[src/rtl/dbgtrig.sv]
// Trigger qualifier feeding dbgprobe: masked compare, hit counting, post-trigger delay, sticky trigger.
// Optional edge-qualified hits are enabled by defining DBGTRIG_EDGE_EN (adds edge_i).
module dbgtrig #(
   parameter int unsigned PROBEWIDTH = 32,
   parameter int unsigned CNTWIDTH   = 16
) (
   input  logic                  clk_i,
   input  logic                  rst_i,
   input  logic                  arm_i,
   input  logic                  disarm_i,
   input  logic [PROBEWIDTH-1:0] value_i,
   input  logic [PROBEWIDTH-1:0] mask_i,
   input  logic [CNTWIDTH-1:0]   count_i,
   input  logic [CNTWIDTH-1:0]   delay_i,
   input  logic [PROBEWIDTH-1:0] probe_i,
`ifdef DBGTRIG_EDGE_EN
   input  logic                  edge_i,
`endif
   output logic [PROBEWIDTH-1:0] probe_o,
   output logic                  trig_o,
   output logic [1:0]            state_o,
   output logic [CNTWIDTH-1:0]   cnt_o
);

   localparam logic [1:0] IDLE  = 2'd0;
   localparam logic [1:0] ARMED = 2'd1;
   localparam logic [1:0] DELAY = 2'd2;
   localparam logic [1:0] FIRED = 2'd3;

   logic [1:0]            state_q, state_d;
   logic                  trig_q, trig_d;
   logic [PROBEWIDTH-1:0] probe_q, probe_d;
   logic [PROBEWIDTH-1:0] value_q, value_d;
   logic [PROBEWIDTH-1:0] mask_q, mask_d;
   logic [CNTWIDTH-1:0]   delay_q, delay_d;
   logic [CNTWIDTH-1:0]   cnt_q, cnt_d;
   logic                  match;
   logic                  hit;
`ifdef DBGTRIG_EDGE_EN
   logic                  edge_q, edge_d;
   logic                  match_q, match_d;
`endif

   // Single counter: remaining hits in ARMED, remaining delay in DELAY, zero elsewhere.
   always_comb begin
      state_d = state_q;
      trig_d  = trig_q;
      probe_d = probe_i;
      value_d = value_q;
      mask_d  = mask_q;
      delay_d = delay_q;
      cnt_d   = cnt_q;
      match   = (((probe_i ^ value_q) & mask_q) == '0);
`ifdef DBGTRIG_EDGE_EN
      edge_d  = edge_q;
      match_d = match_q;
      hit     = edge_q ? (match && !match_q) : match;
`else
      hit     = match;
`endif

      case (state_q)
         IDLE: begin
            trig_d = 1'b0;
            if (arm_i && !disarm_i) begin
               value_d = value_i;
               mask_d  = mask_i;
               delay_d = delay_i;
               cnt_d   = (count_i == '0) ? CNTWIDTH'(1) : count_i;
`ifdef DBGTRIG_EDGE_EN
               edge_d  = edge_i;
               match_d = 1'b0;
`endif
               state_d = ARMED;
            end
         end
         ARMED: begin
`ifdef DBGTRIG_EDGE_EN
            match_d = match;
`endif
            if (hit) begin
               if (cnt_q <= CNTWIDTH'(1)) begin
                  if (delay_q == '0) begin
                     state_d = FIRED;
                     trig_d  = 1'b1;
                     cnt_d   = '0;
                  end else begin
                     state_d = DELAY;
                     cnt_d   = delay_q;
                  end
               end else begin
                  cnt_d = cnt_q - CNTWIDTH'(1);
               end
            end
         end
         DELAY: begin
            if (cnt_q <= CNTWIDTH'(1)) begin
               state_d = FIRED;
               trig_d  = 1'b1;
               cnt_d   = '0;
            end else begin
               cnt_d = cnt_q - CNTWIDTH'(1);
            end
         end
         FIRED: begin
            trig_d = 1'b1;
         end
         default: begin
            state_d = IDLE;
            trig_d  = 1'b0;
            cnt_d   = '0;
         end
      endcase

      // Disarm overrides everything, including a simultaneous arm.
      if (disarm_i) begin
         state_d = IDLE;
         trig_d  = 1'b0;
         cnt_d   = '0;
`ifdef DBGTRIG_EDGE_EN
         match_d = 1'b0;
`endif
      end
   end

   always_ff @(posedge clk_i or negedge rst_i) begin
      if (!rst_i) begin
         state_q <= IDLE;
         trig_q  <= 1'b0;
         probe_q <= '0;
         value_q <= '0;
         mask_q  <= '0;
         delay_q <= '0;
         cnt_q   <= '0;
`ifdef DBGTRIG_EDGE_EN
         edge_q  <= 1'b0;
         match_q <= 1'b0;
`endif
      end else begin
         state_q <= state_d;
         trig_q  <= trig_d;
         probe_q <= probe_d;
         value_q <= value_d;
         mask_q  <= mask_d;
         delay_q <= delay_d;
         cnt_q   <= cnt_d;
`ifdef DBGTRIG_EDGE_EN
         edge_q  <= edge_d;
         match_q <= match_d;
`endif
      end
   end

   assign probe_o = probe_q;
   assign trig_o  = trig_q;
   assign state_o = state_q;
   assign cnt_o   = cnt_q;

endmodule

[config.mk]
export PLATFORM = sky130hd
export DESIGN_NAME = dbgtrig
export DESIGN_NICKNAME = d
export VERILOG_FILES = /design/src/rtl/dbgtrig.sv
export SDC_FILE = /design/constraint.sdc
export NUM_CORES = 1
export LEC_CHECK = 0
export BUFFER_PORTS_ARGS = -buffer_cell sky130_fd_sc_hd__buf_2
export CAP_MARGIN = 10
export CORE_ASPECT_RATIO = 0.7
export CORE_MARGIN = 2
export CORE_UTILIZATION = 46
export CTS_CLUSTER_DIAMETER = 200
export CTS_CLUSTER_SIZE = 30
export DETAILED_ROUTE_END_ITERATION = 8
export HOLD_SLACK_MARGIN = 0.05
export PLACE_DENSITY = 0.8
export SYNTH_ARGS = -nofsm -noshare
export SYNTH_HDL_FRONTEND = slang
export SYNTH_SLANG_ARGS = --single-unit
[constraint.sdc]
create_clock -name clk_i -period 2 [get_ports clk_i]
set_input_delay 0.2 -clock clk_i [delete_from_list [all_inputs] [get_ports clk_i]]
set_output_delay 0.2 -clock clk_i [all_outputs]
set_load 0.02 [all_outputs]
==> parameters.txt, run 1 <==
Parameter                              Value

GRT
  Remaining global-route overflow ... 0
  Number of global-route vias before repair ... 5555
  Routing layer with the top usage in global route ... met2
  Met3 Resource Use GR ... 0.0685
  Antenna violations before repair ... 0
  Maximum number of pins on one net before global-route repair ... 53
  GR Util All Layers ... 0.268
  Met1 Track Usage GR ... 0.345
  Global-route wire length before repair ... 28800 um
  Met2 track demand over resource in global routing ... 0.442

Timing
  Worst-Margin Slew ... 460 ps
  Final worst setup slack ... -150 ps
  Setup clock skew after layout ... 8.96 ps
  Post-Route Setup TNS ... -2060 ps
  Final cycle utilization of the critical path ... 1.08
  Worst Hold Margin ... 74.0 ps
  Number of pins with negative max-slew slack in the final report ... 0
  Setup repair after global routing missed its margin ... true
  Slew headroom ... 0.694
  Highest clock rate ... 0.465 GHz
  Final number of setup-violating endpoints ... 19
  Final period demand of the worst path ... 2150 ps
  Final Hold Violating Endpoints ... 0

CTS
  Number of CTS-inserted buffers ... 17
  Sinks on the clock net ... 131
  Clock latency at the later pin of the worst-skew pair ... 410 ps
  Clock tree from TritonCTS ... yes
  Clock edge transition at the registers on the reported setup and hold paths ... 60 ps
  Number of buffers on the longest clock path ... 2
  Cell at the root of the clock tree ... sky130_fd_sc_hd__clkbuf_16
  H-tree level count ... 4

Synthesis
  Top cell type's share of synthesized area ... 0.555
  Post-synthesis sequential area ratio ... 0.555
  Top_reg_cell synth ... sky130_fd_sc_hd__dfrtp_1
  Average cell area after synthesis ... 13.0 um2
  Most frequent cells after synthesis ... sky130_fd_sc_hd__dfrtp_1 (131), sky130_fd_sc_hd__mux2_2 (82), sky130_fd_sc_hd__xor2_1 (38)
  Number of distinct library cell variants in the gate-level netlist after synthesis ... 47
  Instance count of the mapped netlist ... 453
  Number of synthesized flops with an enable pin ... 0
  Synthesized netlist net count ... 590
  Most frequent cell after synthesis ... sky130_fd_sc_hd__dfrtp_1
  Area contributors post-synth ... sky130_fd_sc_hd__dfrtp_1 (56%), sky130_fd_sc_hd__mux2_2 (16%), sky130_fd_sc_hd__xor2_1 (5.6%)
  Register bit count reported by yosys ... 131
  Post-synth top area cell ... sky130_fd_sc_hd__dfrtp_1
  Warnings from Yosys ... 0
  Async S/R FF share, synth ... 1.00
  Synth Cell Area ... 0.00590 mm2

Run status
  Status ... finished with violations
  Violated checks ... setup timing

Drt
  Total wire length ... 18000 um
  WL per Instance ... 18.6 um
  Count of vias placed by the detailed router ... 5100
  DRC ... 0
  Antenna-violating nets left ... 0
  Number of detailed-route iterations in the first pass ... 5
  Vias per Instance ... 5.26
  Number of DRC markers after the initial detailed-route iteration ... 320

Floorplan
  Initial cell density of the core ... 0.474
  Area of the core region ... 0.0125 mm2
  Total number of placement rows ... 34
  I/O pin total ... 183
  Chip Width ... 139 um
  Area enclosed by the die boundary ... 0.0138 mm2
  Overall die height ... 98.8 um

Setup path
  Data required time of the worst path ... 2280 ps
  Type of element launching the critical path ... flip-flop
  Worst Path Max Fanout ... 6
  Kind of capture point of the worst setup path ... flip-flop
  Path type of the worst setup path ... reg2reg
  Arr. time, crit path ... 2430 ps

Placed design
  DP Wirelength ... 11700 um
  GP Congestion ... 0.982
  Post-place instance area ... 0.00733 mm2
  Port Buffers ... 182
  DP Worst Slack ... -102 ps
  Placed cells ... 819

Final layout
  Ant diodes ... 0
  Post-synthesis to final-layout area growth ... 57.1%
  Layout Cell Area excl Fill ... 0.00927 mm2
  Sequential standard cell area ... 0.00328 mm2
  Multi-input logic area ... 0.00264 mm2
  Layout net count ... 931
  Number of non-filler instances in the completed layout ... 969
  Final design utilization ... 0.744
  Filler instances ... 794
  Share of post-route cells with drive strength above 1 ... 0.471

Power
  Power per Cell Area ... 1580 mW/mm2
  Peak supply drop ... 825 uV
  Power consumption ... 14.6 mW
  Leakage power total ... 4.30 nW

Run
  Number of max-cap violations ... 0

Hold path
  Class of the most critical hold timing path ... in2reg
[path summary, 6_finish.rpt]
path                                        start                 endpoint  slack, ps  depth (start not counted)
setup / recovery           value_q[8]$_DFFE_PN0P_    cnt_o[11]$_DFFE_PN0P_       -150                          8
hold reg to reg            mask_q[21]$_DFFE_PN0P_   mask_q[21]$_DFFE_PN0P_        510                          1
max in group asynchronous                   rst_i  value_q[12]$_DFFE_PN0P_       1080                          3
hold / removal                           disarm_i     cnt_o[4]$_DFFE_PN0P_         70                          2
setup reg to reg           value_q[8]$_DFFE_PN0P_    cnt_o[11]$_DFFE_PN0P_       -150                          8
min in group asynchronous                   rst_i    probe_o[26]$_DFF_PN0_        280                          2
[critical path: stages (launching register included)]
cell                      delay (ps)
sky130_fd_sc_hd__dfrtp_1         400
sky130_fd_sc_hd__xor2_1          170
sky130_fd_sc_hd__a22oi_1         250
sky130_fd_sc_hd__nand4_1         260
sky130_fd_sc_hd__o41ai_4         390
sky130_fd_sc_hd__buf_6           180
sky130_fd_sc_hd__nand2_8          80
sky130_fd_sc_hd__buf_12          150
sky130_fd_sc_hd__mux2i_2         150
[power breakdown]
part | switching [mW] | internal, mW | total, mW | leakage [nW]
combinational | 3.35 | 3.44 | 6.79 | 2.43
sequential | 0.876 | 3.70 | 4.58 | 1.56
clock | 1.27 | 2.01 | 3.28 | 0.302
total | 5.50 | 9.15 | 14.6 | 4.30
[timing repair]
item | in CTS | in global routing
hold endpoints to repair | 140 | 0
pin swaps | 9 | 17
hold buffers | 113 | 0
buffers inserted | 3 | 1
endpoints found under the setup margin | 19 | 19
resized for setup | 13 | 18
gates cloned | 1 | 0
[state kept, by name (all words and copies together) (netlist names)]
| name | flops |
|---|---|
| cnt_o | 16 |
| delay_q | 16 |
| state_o | 2 |
| probe_o | 32 |
| trig_o | 1 |
| value_q | 32 |
| mask_q | 32 |
[cells in the final DEF (no fill, tap or decap), types with 3 or more instances in the layout]
cell type	count
sky130_fd_sc_hd__bufinv_16	3
sky130_fd_sc_hd__ha_1	4
sky130_fd_sc_hd__a22oi_1	11
sky130_fd_sc_hd__xnor2_1	7
sky130_fd_sc_hd__xor2_1	38
sky130_fd_sc_hd__dfrtp_2	3
sky130_fd_sc_hd__nor4_1	10
sky130_fd_sc_hd__buf_4	37
sky130_fd_sc_hd__dfrtp_1	128
sky130_fd_sc_hd__a22oi_2	5
sky130_fd_sc_hd__buf_2	181
sky130_fd_sc_hd__o211ai_1	20
sky130_fd_sc_hd__mux2i_1	11
sky130_fd_sc_hd__o221ai_1	3
sky130_fd_sc_hd__dlygate4sd3_1	113
sky130_fd_sc_hd__nand2_1	21
sky130_fd_sc_hd__buf_6	6
sky130_fd_sc_hd__nor3_1	5
sky130_fd_sc_hd__a21oi_1	3
sky130_fd_sc_hd__mux2_2	81
sky130_fd_sc_hd__inv_6	4
sky130_fd_sc_hd__clkinv_4	3
sky130_fd_sc_hd__inv_1	9
sky130_fd_sc_hd__nand3_1	12
sky130_fd_sc_hd__nand4_1	7
sky130_fd_sc_hd__mux2i_2	3
sky130_fd_sc_hd__buf_12	4
sky130_fd_sc_hd__nor2_1	9
sky130_fd_sc_hd__clkbuf_16	17
sky130_fd_sc_hd__inv_8	3
[logic make-up after synthesis]
group | synth area share
AO/OA/AOI/OAI | 0.0769
flip-flops | 0.555
multiplexers | 0.180
XOR/XNOR | 0.0668
AND/OR/NAND/NOR | 0.0873
adder cells (fa/ha/maj) | 0.0106
buffers and inverters | 0.0229
[per-layer routing]
layer	part of all wire	wire length, um	vias to the layer above
met2	0.49	8800	208
met4	0.020	353	0
met3	0.069	1240	31
met5	0	0	-
met1	0.42	7630	2517
li1	-	-	2344
[area by class of cell]
class	count	share of cell area
Tap cell	162	0.0219
Timing Repair Buffer	342	0.268
Clock buffer	18	0.0463
Multi-Input combinational cell	291	0.284
Sequential cell	131	0.354
Inverter	11	0.00445
Clock inverter	14	0.0208
Power figures use the tool's default switching activity.
==> run 2, diff against run 1 <==
==> config.mk (replaced) <==
export PLATFORM = sky130hd
export DESIGN_NAME = dbgtrig
export DESIGN_NICKNAME = d
export VERILOG_FILES = /design/src/rtl/dbgtrig.sv
export SDC_FILE = /design/constraint.sdc
export NUM_CORES = 1
export LEC_CHECK = 0
export CAP_MARGIN = 10
export CORE_ASPECT_RATIO = 0.7
export CORE_MARGIN = 2
export CORE_UTILIZATION = 50
export CTS_CLUSTER_DIAMETER = 200
export CTS_CLUSTER_SIZE = 30
export DETAILED_ROUTE_END_ITERATION = 8
export DONT_BUFFER_PORTS = 1
export HOLD_SLACK_MARGIN = 0.05
export PLACE_DENSITY = 0.72
export REMOVE_ABC_BUFFERS = 1
export SYNTH_ARGS = -nofsm -noshare
export SYNTH_HDL_FRONTEND = slang
export SYNTH_SLANG_ARGS = --single-unit
==> constraint.sdc (replaced) <==
create_clock -name clk_i -period 2 [get_ports clk_i]
set_input_delay 0.2 -clock clk_i [delete_from_list [all_inputs] [get_ports clk_i]]
set_output_delay 0.2 -clock clk_i [all_outputs]
set_load 0.005 [all_outputs]
==> run 2 against run 1 <==
The run ends with hold timing, setup timing left. Sequential cell count is the same. Critical path depth is the same. Wire length shrank 11%. Critical path type unchanged. Power shrank 5.6%. Sequential share of layout area grew 3.5 points. Global-route usage shrank 0.85 points. Cell count shrank 18%. Combinational power shrank 6.9%. Count of clock-buffer cells in the layout grew 1. Clock power shrank 8.2%. Largest cell class unchanged.
==> parameters.txt, run 2 (synthesized netlist as in run 1, its figures left out) <==
Parameter                              Value

Timing
  Number of pins with negative max-slew slack in the final report ... 0 (unchanged)
  Final period demand of the worst path ... 2100 ps (-47.0 ps)
  Highest clock rate ... 0.475 GHz (+2.2%)
  Setup repair after global routing missed its margin ... true
  Final number of setup-violating endpoints ... 19 (unchanged)
  Worst Hold Margin ... -507 ps (-581 ps)
  Slew headroom ... 0.740 (+0.0462)
  Setup clock skew after layout ... 7.79 ps (-1.17 ps)
  Worst-Margin Slew ... 388 ps (-72.0 ps)
  Final cycle utilization of the critical path ... 1.05 (-0.0235)
  Final Hold Violating Endpoints ... 135 (+135)
  Final worst setup slack ... -103 ps (+47.0 ps)

Power
  Peak supply drop ... 767 uV (-7.0%)
  Power consumption ... 13.8 mW (-5.6%)
  Power per Cell Area ... 1640 mW/mm2 (+3.8%)
  Leakage power total ... 3.61 nW (-16%)

Drt
  Number of DRC markers after the initial detailed-route iteration ... 228 (-29%)
  Total wire length ... 15900 um (-11%)
  Count of vias placed by the detailed router ... 4453 (-13%)
  DRC ... 0 (unchanged)
  Number of detailed-route iterations in the first pass ... 4 (-1)
  Antenna-violating nets left ... 0 (unchanged)
  WL per Instance ... 20.0 um (+7.6%)
  Vias per Instance ... 5.59 (+6.2%)

Setup path
  Worst Path Max Fanout ... 6 (unchanged)
  Largest delay share family, worst path ... compound AO/OA/AOI/OAI gates
  Data required time of the worst path ... 2290 ps (about the same)
  Slowest stage cell, crit path ... sky130_fd_sc_hd__dfrtp_1
  Crit path largest cell delay ... 400 ps (about the same)
  Kind of capture point of the worst setup path ... flip-flop
  Total buffers and inverters traversed by the critical path ... 2 (unchanged)
  Path type of the worst setup path ... reg2reg
  Type of element launching the critical path ... flip-flop
  List of cells traversed by the critical path ... xor2_1 -> a22oi_1 -> nand4_1 -> o41ai_4 -> buf_6 -> buf_6 -> a21oi_2 -> a311oi_1
  Arr. time, crit path ... 2400 ps (-30 ps)
  Cell with the most instances on the worst path ... sky130_fd_sc_hd__buf_6

Final layout
  Filler instances ... 767 (-3.4%)
  Final design utilization ... 0.727 (-0.0174)
  Commonest cells after routing, fill and taps aside ... sky130_fd_sc_hd__dfrtp_1 (130), sky130_fd_sc_hd__dlygate4sd3_1 (123), sky130_fd_sc_hd__mux2_2 (82)
  Ant diodes ... 0 (unchanged)
  Layout net count ... 765 (-18%)
  Multi-input logic area ... 0.00264 mm2 (about the same)
  Commonest non-fill, non-tap cell in the layout ... sky130_fd_sc_hd__dfrtp_1
  Post-synthesis to final-layout area growth ... 42.8%
  Share of post-route cells with drive strength above 1 ... 0.305 (-0.166)
  Sequential standard cell area ... 0.00328 mm2 (about the same)

Run status
  Status ... finished with violations
  Violated checks ... hold timing, setup timing

GRT
  Met3 Resource Use GR ... 0.0692 (+0.000730)
  Remaining global-route overflow ... 0 (unchanged)
  Met1 Track Usage GR ... 0.319 (-0.0261)
  Routing layer with the top usage in global route ... met2
  Met2 track demand over resource in global routing ... 0.447 (+0.00551)
  Global-route wire length before repair ... 25100 um (-13%)
  GR Util All Layers ... 0.259 (-0.00846)
  Antenna violations before repair ... 0 (unchanged)
  Maximum number of pins on one net before global-route repair ... 132 (+150%)
  Number of global-route vias before repair ... 4903 (-12%)

Floorplan
  Initial cell density of the core ... 0.509 (+0.0352)
  Area enclosed by the die boundary ... 0.0127 mm2 (-7.7%)
  Chip Width ... 134 um (-4.0%)
  Total number of placement rows ... 33 (-2.9%)
  I/O pin total ... 183 (unchanged)
  Overall die height ... 94.9 um (-3.9%)
  Area of the core region ... 0.0116 mm2 (-6.9%)

Placed design
  DP Wirelength ... 10100 um (-14%)
  GP Congestion ... 0.965 (-1.8%)
  Port Buffers ... 0 (-100%)

CTS
  Clock latency at the later pin of the worst-skew pair ... 400 ps (about the same)
  Clock tree from TritonCTS ... yes
  Sinks on the clock net ... 131 (unchanged)
  Clock edge transition at the registers on the reported setup and hold paths ... 60 ps (about the same)
  Number of CTS-inserted buffers ... 17 (unchanged)
  H-tree level count ... 4 (unchanged)
  Total of hold buffers inserted after clock tree synthesis ... 123 (+8.8%)
  Cell at the root of the clock tree ... sky130_fd_sc_hd__clkbuf_16
  Number of buffers on the longest clock path ... 2 (unchanged)

Run
  Number of max-cap violations ... 0 (unchanged)

Hold path
  Class of the most critical hold timing path ... in2async
[run 2: cell types whose count changed in the layout (fill, tap and decap cells not counted), sizes merged]
cell,previous run,this run
buf,229,53
bufinv,3,2
clkbuf,18,19
clkinv,3,7
clkinvlp,1,2
dlygate4sd3,113,123
inv,18,12
[run 2: path summary, 6_finish.rpt]
kind	start	to	slack, ps	cells after the start
worst max-delay path	value_q[23]$_DFFE_PN0P_	cnt_o[1]$_DFFE_PN0P_	-100	8
worst min-delay path	rst_i	probe_o[7]$_DFF_PN0_	-510	0
worst max register to register	value_q[23]$_DFFE_PN0P_	cnt_o[1]$_DFFE_PN0P_	-100	8
worst min register to register	mask_q[1]$_DFFE_PN0P_	mask_q[1]$_DFFE_PN0P_	510	1
max in group asynchronous	rst_i	value_q[16]$_DFFE_PN0P_	2360	0
min in group clk_i	disarm_i	cnt_o[4]$_DFFE_PN0P_	-140	1
[run 2: through the flow]
step / cell area [um2] / cells / TNS, ps / worst slack [ps]
floorplan: 5810 / 433 / -131450 / -1600
global placement: 6420 / 638 / -1820 / -152
detailed placement: 6420 / 638 / -1940 / -143
CTS: 8370 / 797 / -480 / -55.8
global route: 8430 / 797 / -2270 / -148
finish: 8430 / 797 / -1000 / -103
[run 2: power breakdown]
group	internal (mW)	switching, mW
combinational	3.31	3.00
sequential	3.70	0.800
clock	1.87	1.14
[run 2: cell type report]
class,instances,share of cell area
Clock buffer,19,0.0525
Tap cell,157,0.0233
Timing Repair Buffer,176,0.201
Multi-Input combinational cell,291,0.313
Sequential cell,131,0.389
Inverter,11,0.00490
Clock inverter,12,0.0159
[run 2: what timing repair did]
item / CTS / global route
gates cloned: 1 / 0
gates resized for setup: 20 / 11
pin swaps: 12 / 4
hold endpoints to repair: 258 / 135
setup buffers: 4 / 0
endpoints found under the setup margin: 19 / 19
[run 2: layer usage]
layer / share of wire / vias to the layer above
li1: - / 2016
met1: 0.41 / 2228
met2: 0.50 / 187
met3: 0.069 / 22
met4: 0.016 / 0
met5: 0 / -
